### config.mk
export PLATFORM = sky130hd
export DESIGN_NAME = dds_phase_gen
export DESIGN_NICKNAME = d
export VERILOG_FILES = /design/src/rtl/dds_phase_gen.sv
export SDC_FILE = /design/constraint.sdc
export NUM_CORES = 1
export LEC_CHECK = 0
export BUFFER_PORTS_ARGS = -buffer_cell sky130_fd_sc_hd__buf_4
export CAP_MARGIN = 20
export CORE_ASPECT_RATIO = 0.7
export CORE_UTILIZATION = 40
export CTS_CLUSTER_DIAMETER = 200
export CTS_CLUSTER_SIZE = 20
export DETAILED_ROUTE_END_ITERATION = 8
export HOLD_SLACK_MARGIN = 0.03
export PLACE_DENSITY_LB_ADDON = 0.08
export SYNTH_ARGS = -nofsm -noshare
export SYNTH_HDL_FRONTEND = slang
export SYNTH_SLANG_ARGS = --single-unit
export TNS_END_PERCENT = 5
### constraint.sdc
create_clock -name Fg_CLK -period 3.75 [get_ports Fg_CLK]
set_input_delay 0.75 -clock Fg_CLK [delete_from_list [all_inputs] [get_ports Fg_CLK]]
set_output_delay 0.75 -clock Fg_CLK [all_outputs]
set_load 0.02 [all_outputs]
### src/rtl/dds_phase_gen.sv
// dds_phase_gen -- phase-accumulator front end of the DDS function generator.
//
// Runs an ACC_W-bit phase accumulator from a frequency tuning word (FTW) and
// produces the registered ADDR_W-bit lookup ROM address (top accumulator bits
// plus a static phase offset). FTW updates are double-buffered and applied at a
// phase wrap so frequency changes are phase-continuous.
//
// Optional build macro: PHASE_DITHER_EN adds a 16-bit Galois LFSR whose low
// bits are added to the accumulator in the address path only (spur spreading).
//
// Ports:
//   Fg_CLK        system clock, rising edge
//   RESETn        synchronous active-low reset
//   run           1 = generate, 0 = stop and clear phase
//   ftw_in        new frequency tuning word
//   ftw_valid     ftw_in is valid
//   ftw_ready     block can accept ftw_in this cycle
//   phase_off     static phase offset added to the address, mod 2^ADDR_W
//   Address       registered ROM address
//   wrap          one-cycle pulse aligned with the first Address after a carry
//   sample_valid  ROM data for a RUN-cycle address is valid this cycle
//   state_dbg     current FSM state (0 = IDLE, 1 = RUN)
//
// FTW handshake: a word transfers on a rising edge where ftw_valid and
// ftw_ready are both 1. ftw_ready is ~pend (and 0 while RESETn is low);
// ftw_in must be held stable while ftw_valid=1 and ftw_ready=0.

module dds_phase_gen #(
  parameter int ACC_W   = 32,
  parameter int ADDR_W  = 11,
  parameter int ROM_LAT = 1
) (
  input  logic              Fg_CLK,
  input  logic              RESETn,
  input  logic              run,
  input  logic [ACC_W-1:0]  ftw_in,
  input  logic              ftw_valid,
  output logic              ftw_ready,
  input  logic [ADDR_W-1:0] phase_off,
  output logic [ADDR_W-1:0] Address,
  output logic              wrap,
  output logic              sample_valid,
  output logic              state_dbg
);

  typedef enum logic {IDLE = 1'b0, RUN = 1'b1} state_t;

  state_t              state_q, state_d;
  logic [ACC_W-1:0]    acc_q, acc_d;
  logic [ACC_W-1:0]    ftw_act_q, ftw_act_d;
  logic [ACC_W-1:0]    ftw_shadow_q, ftw_shadow_d;
  logic                pend_q, pend_d;
  logic [ADDR_W-1:0]   address_q, address_d;
  logic                carry_q, carry_d;
  logic                wrap_q, wrap_d;
  logic [ROM_LAT:0]    sv_q, sv_d;
  logic [ACC_W:0]      acc_sum;
  logic [ACC_W-1:0]    addr_acc;
  logic                xfer;

`ifdef PHASE_DITHER_EN
  localparam int DW = ((ACC_W - ADDR_W) < 16) ? (ACC_W - ADDR_W) : 16;
  logic [15:0]         lfsr_q, lfsr_d;
`endif

  assign ftw_ready    = RESETn & ~pend_q;
  assign xfer         = ftw_valid & ftw_ready;
  assign Address      = address_q;
  assign wrap         = wrap_q;
  assign sample_valid = sv_q[ROM_LAT];
  assign state_dbg    = (state_q == RUN);
  assign acc_sum      = {1'b0, acc_q} + {1'b0, ftw_act_q};

  always_comb begin
    state_d      = state_q;
    acc_d        = acc_q;
    ftw_act_d    = ftw_act_q;
    ftw_shadow_d = ftw_shadow_q;
    pend_d       = pend_q;
    carry_d      = 1'b0;
    case (state_q)
      IDLE: begin
        acc_d = '0;
        if (xfer) ftw_act_d = ftw_in;
        if (run) state_d = RUN;
      end
      RUN: begin
        if (!run) begin
          state_d = IDLE;
          acc_d   = '0;
          // Leaving RUN: a pending word becomes active immediately. A word
          // transferring on this same edge can only arrive with pend=0, so it
          // goes straight to the active register.
          if (pend_q) begin
            ftw_act_d = ftw_shadow_q;
            pend_d    = 1'b0;
          end else if (xfer) begin
            ftw_act_d = ftw_in;
          end
        end else begin
          acc_d   = acc_sum[ACC_W-1:0];
          carry_d = acc_sum[ACC_W];
          if (xfer) begin
            ftw_shadow_d = ftw_in;
            pend_d       = 1'b1;
          end else if (pend_q && (acc_sum[ACC_W] || (ftw_act_q == '0))) begin
            // A zero FTW never wraps, so apply the pending word right away.
            ftw_act_d = ftw_shadow_q;
            pend_d    = 1'b0;
          end
        end
      end
      default: state_d = IDLE;
    endcase

    // Carry is delayed one extra stage so wrap lines up with the Address
    // computed from the wrapped accumulator.
    wrap_d = carry_q;

    sv_d[0] = (state_q == RUN);
    for (int i = 1; i <= ROM_LAT; i++) sv_d[i] = sv_q[i-1];

`ifdef PHASE_DITHER_EN
    lfsr_d = lfsr_q;
    if (state_q == RUN)
      lfsr_d = {1'b0, lfsr_q[15:1]} ^ (lfsr_q[0] ? 16'hB400 : 16'h0000);
    addr_acc = acc_q + {{(ACC_W-DW){1'b0}}, lfsr_q[DW-1:0]};
`else
    addr_acc = acc_q;
`endif
    address_d = addr_acc[ACC_W-1 -: ADDR_W] + phase_off;
  end

  always_ff @(posedge Fg_CLK) begin
    if (!RESETn) begin
      state_q      <= IDLE;
      acc_q        <= '0;
      ftw_act_q    <= '0;
      ftw_shadow_q <= '0;
      pend_q       <= 1'b0;
      address_q    <= '0;
      carry_q      <= 1'b0;
      wrap_q       <= 1'b0;
      sv_q         <= '0;
`ifdef PHASE_DITHER_EN
      lfsr_q       <= 16'hACE1;
`endif
    end else begin
      state_q      <= state_d;
      acc_q        <= acc_d;
      ftw_act_q    <= ftw_act_d;
      ftw_shadow_q <= ftw_shadow_d;
      pend_q       <= pend_d;
      address_q    <= address_d;
      carry_q      <= carry_d;
      wrap_q       <= wrap_d;
      sv_q         <= sv_d;
`ifdef PHASE_DITHER_EN
      lfsr_q       <= lfsr_d;
`endif
    end
  end

endmodule

== Word-level counts from Yosys, hierarchy flattened ==
Index checks and enable logic that the tools add are counted.
Widths: inputs -> output; s select.
Operators by class
  add/sub/neg operators: 2
  eq/ne operators: 3
  muxes and demuxes: 12
  bitwise logic cells: 4
  reductions and logical operators: 7
Operators by type and width (number)
  $mux 32: 6
  $pmux 32 s2: 2
  $add 32x32->33: 1
  $logic_not 32->1: 1
  $add 11x11->11: 1
  $reduce_and 3->1: 2
  $mux 1: 4
  $reduce_and 2->1: 2
  $ne 3x1->1 const B: 1
  $ne 3x2->1 const B: 1
  $ne 3x3->1 const B: 1
  $and 1x1->1: 2
  $not 1->1: 2
  $logic_and 1x1->1: 1
  $logic_or 1x1->1: 1
Storage, ports and cells
  flip-flop bits (word level): 113
  input bits: 47

== Longest topological paths before layout ==
  depth after elaboration: 7
  mapped depth: 12
  mapped depth without buffers: 11

== Least setup slack after synthesis ==
OpenSTA, ideal clock, no wires.
  path type: reg2reg
  from: register ftw_act_q[0]
  to: register ftw_act_q[0]
  setup time: 0.125 ns
  arrival: 2.453 ns
  data required time: 3.625 ns
  setup slack: 1.172 ns
  cell stages (with the launch flop): 13
  path buffers: 2
  path through: dfxtp_1 -> ha_1 -> fa_1 -> a21oi_1 -> nor2_1 -> or2_1 -> buf_4 -> a211oi_2 -> a211o_1 -> a31oi_4 -> buf_12 -> mux2i_1 -> nor2_1
Between the ends
  word-level cells in the longest chain between the ends: 5
  elaborated cells between the ends (all ways): 10
Ends and longest elaborated chain
  start: declaration: RTL line 50  | logic [ACC_W-1:0] ftw_act_q, ftw_act_d;
  start signal: assignment: RTL line 151  | ftw_act_q <= ftw_act_d;
  $add 32x32->33 / $logic_not 32->1 (equally long branches): RTL line 72, 106
  $logic_or 1x1->1: RTL line 106  | end else if (pend_q && (acc_sum[ACC_W] || (ftw_act_q == '0))) begin
  $logic_and 1x1->1: RTL line 106
  $ne 3x2->1 (no line)
  $reduce_and 2->1 (no line)
Several ways; a longest one is shown, not always the timed one.
A chain may end at the register's enable or synchronous reset.

== Final worst setup path ==
  from: register ftw_act_q[0]
  to: register ftw_act_q[30]
Between the ends
  word-level cells in the longest chain between the ends: 5
  elaborated cells between the ends (all ways): 6
Ends and longest elaborated chain (RTL line)
  $add 32x32->33 / $logic_not 32->1 (equally long branches): 72, 106
  $logic_or 1x1->1 *: 106
  $logic_and 1x1->1 *: 106
  $ne 3x2->1 (no line) *
  $reduce_and 2->1 (no line) *
Every way passes the cells marked *; elsewhere a longest branch is shown, timed or not.

==> metrics.md <==
| Metric | Value |
|---|---|
| Crit. Startpoint | `ftw_act_q[0]$_SDFFE_PN0P_` |
| Hold buffer count at CTS | `0` |
| Post-cts resize count | `0` |
| Layout-stage area growth over the synthesis result | `17.42%` |
| Count of flip-flops with a built-in enable after synthesis | `0` |
| I/O Buffers | `61` |
| Horiz. Die Dim | `152.8 µm` |
| Cell row count | `38` |
| Number of buffers on the longest clock path | `2` |
| Start point of the worst hold path | `sv_q[0]$_SDFF_PN0_` |
| Hold Crit Class | `flop to flop` |
| Number of violations of the max-capacitance limit | `0` |
| Clk slew on worst S/H paths | `0.05 ns` |
| Antenna violations before repair | `0` |
| Violations in the final reports | `DRC` |
| Via density | `5.257` |
| Synth Area in XOR/XNOR | `0.03440` |
| Part of the total power dissipated in combinational logic | `0.123` |
| Worst Hold Path Cells | `1` |
| Simple-gate share of the synthesized area | `0.1948` |
| Power per unit of standard cell area | `428.8 nW/µm²` |
| Share of synthesized area spent on multiplexers | `0.1022` |
| Number of global-route vias before repair | `4936` |
| Pin count of the biggest net entering global routing | `76` |
| CP required | `4.02 ns` |
| Clock root buffer master | `clkbuf_16` |
| Sum of negative setup slack | `0 ns` |
| Internal reg-to-reg setup slack | `0.55 ns` |
| Setup repair bufs after CTS | `0` |
| Utilization after layout | `0.4822` |
| Design internal power | `2.404 mW` |
| Post-synthesis net count | `849` |
| Final nets | `904` |
| Fraction of power consumed by sequential logic | `0.404` |
| Detailed placer's ending HPWL | `11.30 mm` |
| CTS tree | `built` |
| Clk pwr share | `0.473` |
| Count of cells along the worst register-to-register path | `11` |
| Num ports | `62` |
| Total wire length | `15.60 mm` |
| Total of warnings raised by yosys | `0` |
| Final worst-path cycle share | `0.8527` |
| Post-DRT Antenna Nets | `0` |
| Achievable clock frequency | `0.3127 GHz` |
| Detailed-route DRC error count | `5` |
| Area of the mapped netlist | `6365 µm²` |
| Setup Viol. Count Final | `0` |
| Sink of the worst hold path | `sv_q[1]$_SDFF_PN0_` |
| Maximum level of the CTS H-tree | `4` |
| Capture instance of the worst register-to-register path | `ftw_act_q[30]$_SDFFE_PN0P_` |
| Wire per inst | `15.22 µm` |
| DR vias | `5388` |
| Layout cell share with drive strength beyond 1 | `0.1358` |
| Die Height | `107.5 µm` |
| Wire length of the first global-routing pass | `25.39 mm` |
| Leakage power figure | `3.555 nW` |
| Critical Path End Type | `flop` |
| Count of routing violations after the opening detailed-route iteration | `273` |
| Total Die Area | `16430 µm²` |
| Clock buffers created by TritonCTS | `17` |
| Number of max-slew violations in the final report | `0` |
| Max-slew headroom at the worst pin | `0.4168` |
| Worst slew pin tran | `0.8714 ns` |
| Worst setup path category | `flop to flop` |
| Count of clock tree sinks | `113` |
| Number of hold violations in the final report | `0` |
| GR Overflow Total | `0` |
| Power dissipated by switching net loads | `0.8007 mW` |
| Main flop type after synthesis | `dfxtp_1` |
| Arrival time worst endpoint | `3.47 ns` |
| Number of synthesized register bits | `113` |
| Final weighted congestion in routability-driven placement | `0.8333` |
| Skew-Pair Late Insertion Delay | `0.42 ns` |
| Worst r2r src | `ftw_act_q[0]$_SDFFE_PN0P_` |
| Largest family of logic cells by synthesized area | `simple AND/OR/NAND/NOR gates` |
| Final critical delay including setup and external delays | `3.198 ns` |
| Distinct cell type count of the synthesized netlist | `62` |
| Starting density of the core | `0.4106` |
| Synth Area per Inst | `8.397 µm²` |
| Synthesized-area fraction occupied by adder cells | `0.08885` |
| Maximum fanout encountered on the critical timing path | `21` |
| Compound-gate portion of the synthesized area | `0.1793` |
| IR drop worst, VDD | `0.0002143 V` |
| Worst Setup Start Kind | `flop` |
| Synth async-reset ratio | `0` |
| Overall track demand over capacity in global routing | `0.1999` |
| Total placed cells including tap cells | `994` |
| Share of the yosys chip area belonging to registers | `0.3554` |
| Count of non-filler cells in the finished layout | `1025` |
| Outcome | `complete, but fails checks` |
| Sw frac | `0.2499` |
| Std-Cell Core Area | `15500 µm²` |
| RSZ-0062 raised after global routing | `no` |
| First-pass detailed-route iteration total | `9` |
| Number of instances in the synthesized netlist | `758` |
| Antenna cell count | `0` |
| Layout Skew | `0.008922 ns` |
logic make-up after synthesis:
logic type	count (synthesis)
flip-flops	113
buffers and inverters	45
AO/OA/AOI/OAI	188
XOR/XNOR	25
multiplexers	65
AND/OR/NAND/NOR	278
adder cells (fa/ha/maj)	44
synth_stat cells, drive strengths merged (6+ instances only):
master	count	area share
clkbuf	16	0.0094
nand2	93	0.055
a211oi	7	0.0090
a21o	22	0.026
nor3	9	0.0071
xnor2	15	0.021
dfxtp	113	0.36
nand3	11	0.0086
inv	12	0.0071
nand4	6	0.0059
o21ai	24	0.019
mux2i	65	0.10
a21oi	100	0.079
nor4	8	0.0079
xor2	10	0.014
and3	6	0.0061
ha	42	0.083
buf	12	0.021
and2	10	0.010
a31oi	6	0.0083
nor2	108	0.064
cell usage in the layout, fill, tap and decap left out, types with 5 or more instances in the layout:
master / instances
dfxtp_1: 113
nor2_1: 107
a21oi_1: 100
nand2_1: 92
buf_4: 68
mux2i_1: 65
ha_1: 42
a21o_1: 22
o21ai_0: 18
clkbuf_16: 17
xnor2_1: 15
inv_1: 11
nand3_1: 11
xor2_1: 10
nor3_1: 9
and2_1: 9
nor4_1: 8
nand4_1: 6
a211oi_1: 6
clkbuf_1: 6
and3_1: 5
a31oi_1: 5
o21ai_1: 5
nor2b_1: 5
nor3b_1: 5
worst max-delay path by stage:
stage,to,slack (ns),cells after the start
3_3_place_gp,ftw_act_q[11]$_SDFFE_PN0P_,0.60,11
4_1_cts,ftw_act_q[8]$_SDFFE_PN0P_,0.52,11
5_1_grt,ftw_act_q[9]$_SDFFE_PN0P_,0.30,11
2_1_floorplan,ftw_act_q[0]$_SDFFE_PN0P_,1.17,12
6_report,ftw_act_q[30]$_SDFFE_PN0P_,0.55,11
3_5_place_dp,ftw_act_q[30]$_SDFFE_PN0P_,0.53,11
critical path, cell delays in order (launching register included):
cell and delay (ns):
dfxtp_1 0.37, ha_1 0.23, fa_1 0.23, a21oi_1 0.09
nor2_1 0.15, or2_1 0.23, a211oi_2 0.12, a211o_1 0.32
a31oi_4 0.54, buf_4 0.47, mux2i_1 0.24, nor2_1 0.05
stage by stage:
stage | cell area (µm²) | hold slack [ns] | worst slack (ns) | power, mW
3_3_place_gp | 6920 | 0.4177 | 0.6014 | 1.707
6_report | 7473 | 0.4317 | 0.5524 | 3.204
5_1_grt | 7473 | 0.4579 | 0.3049 | 3.344
4_1_cts | 7473 | 0.4339 | 0.5241 | 3.248
2_1_floorplan | 6365 | 0.4118 | 1.172 | 1.590
3_5_place_dp | 6920 | 0.4215 | 0.5334 | 1.714
sequential cells by signal (all words and copies together) (netlist names):
name and cells:
sv_q 2, ftw_act_q 32, carry_q 1, Address 11, state_dbg 1, ftw_shadow_q 32, wrap 1, acc_q 32
pend_q 1
area by class of cell:
type                    instances  area (µm²)
flip-flops and latches        113        2262
repair buffers                 69       530.5
multi-input cells             600        3832
inverters                      12       45.04
clock inverters                 4       50.05
clock buffers                  27       503.0
fillers                      1488        8026
well taps                     200       250.2
per-layer routing:
| metal | wire (µm) | GRT usage | up-vias |
|---|---|---|---|
| met2 | 6429 | 0.2975 | 102 |
| met3 | 620 | 0.05113 | 17 |
| met1 | 8299 | 0.2780 | 2480 |
| met5 | 0 | 0 | - |
| met4 | 247 | 0.07071 | 0 |
| li1 | - | - | 2789 |
power by group through the flow:
| stage | clock [mW] | sequential, mW | combinational [mW] |
|---|---|---|---|
| 3_3_place_gp | 0 | 1.32 | 0.389 |
| 6_report | 1.52 | 1.29 | 0.394 |
| 3_5_place_dp | 0 | 1.32 | 0.394 |
| 2_1_floorplan | 0 | 1.31 | 0.279 |
| 4_1_cts | 1.56 | 1.29 | 0.396 |
| 5_1_grt | 1.61 | 1.30 | 0.437 |
No activity file was read; power rests on OpenSTA's default activity.
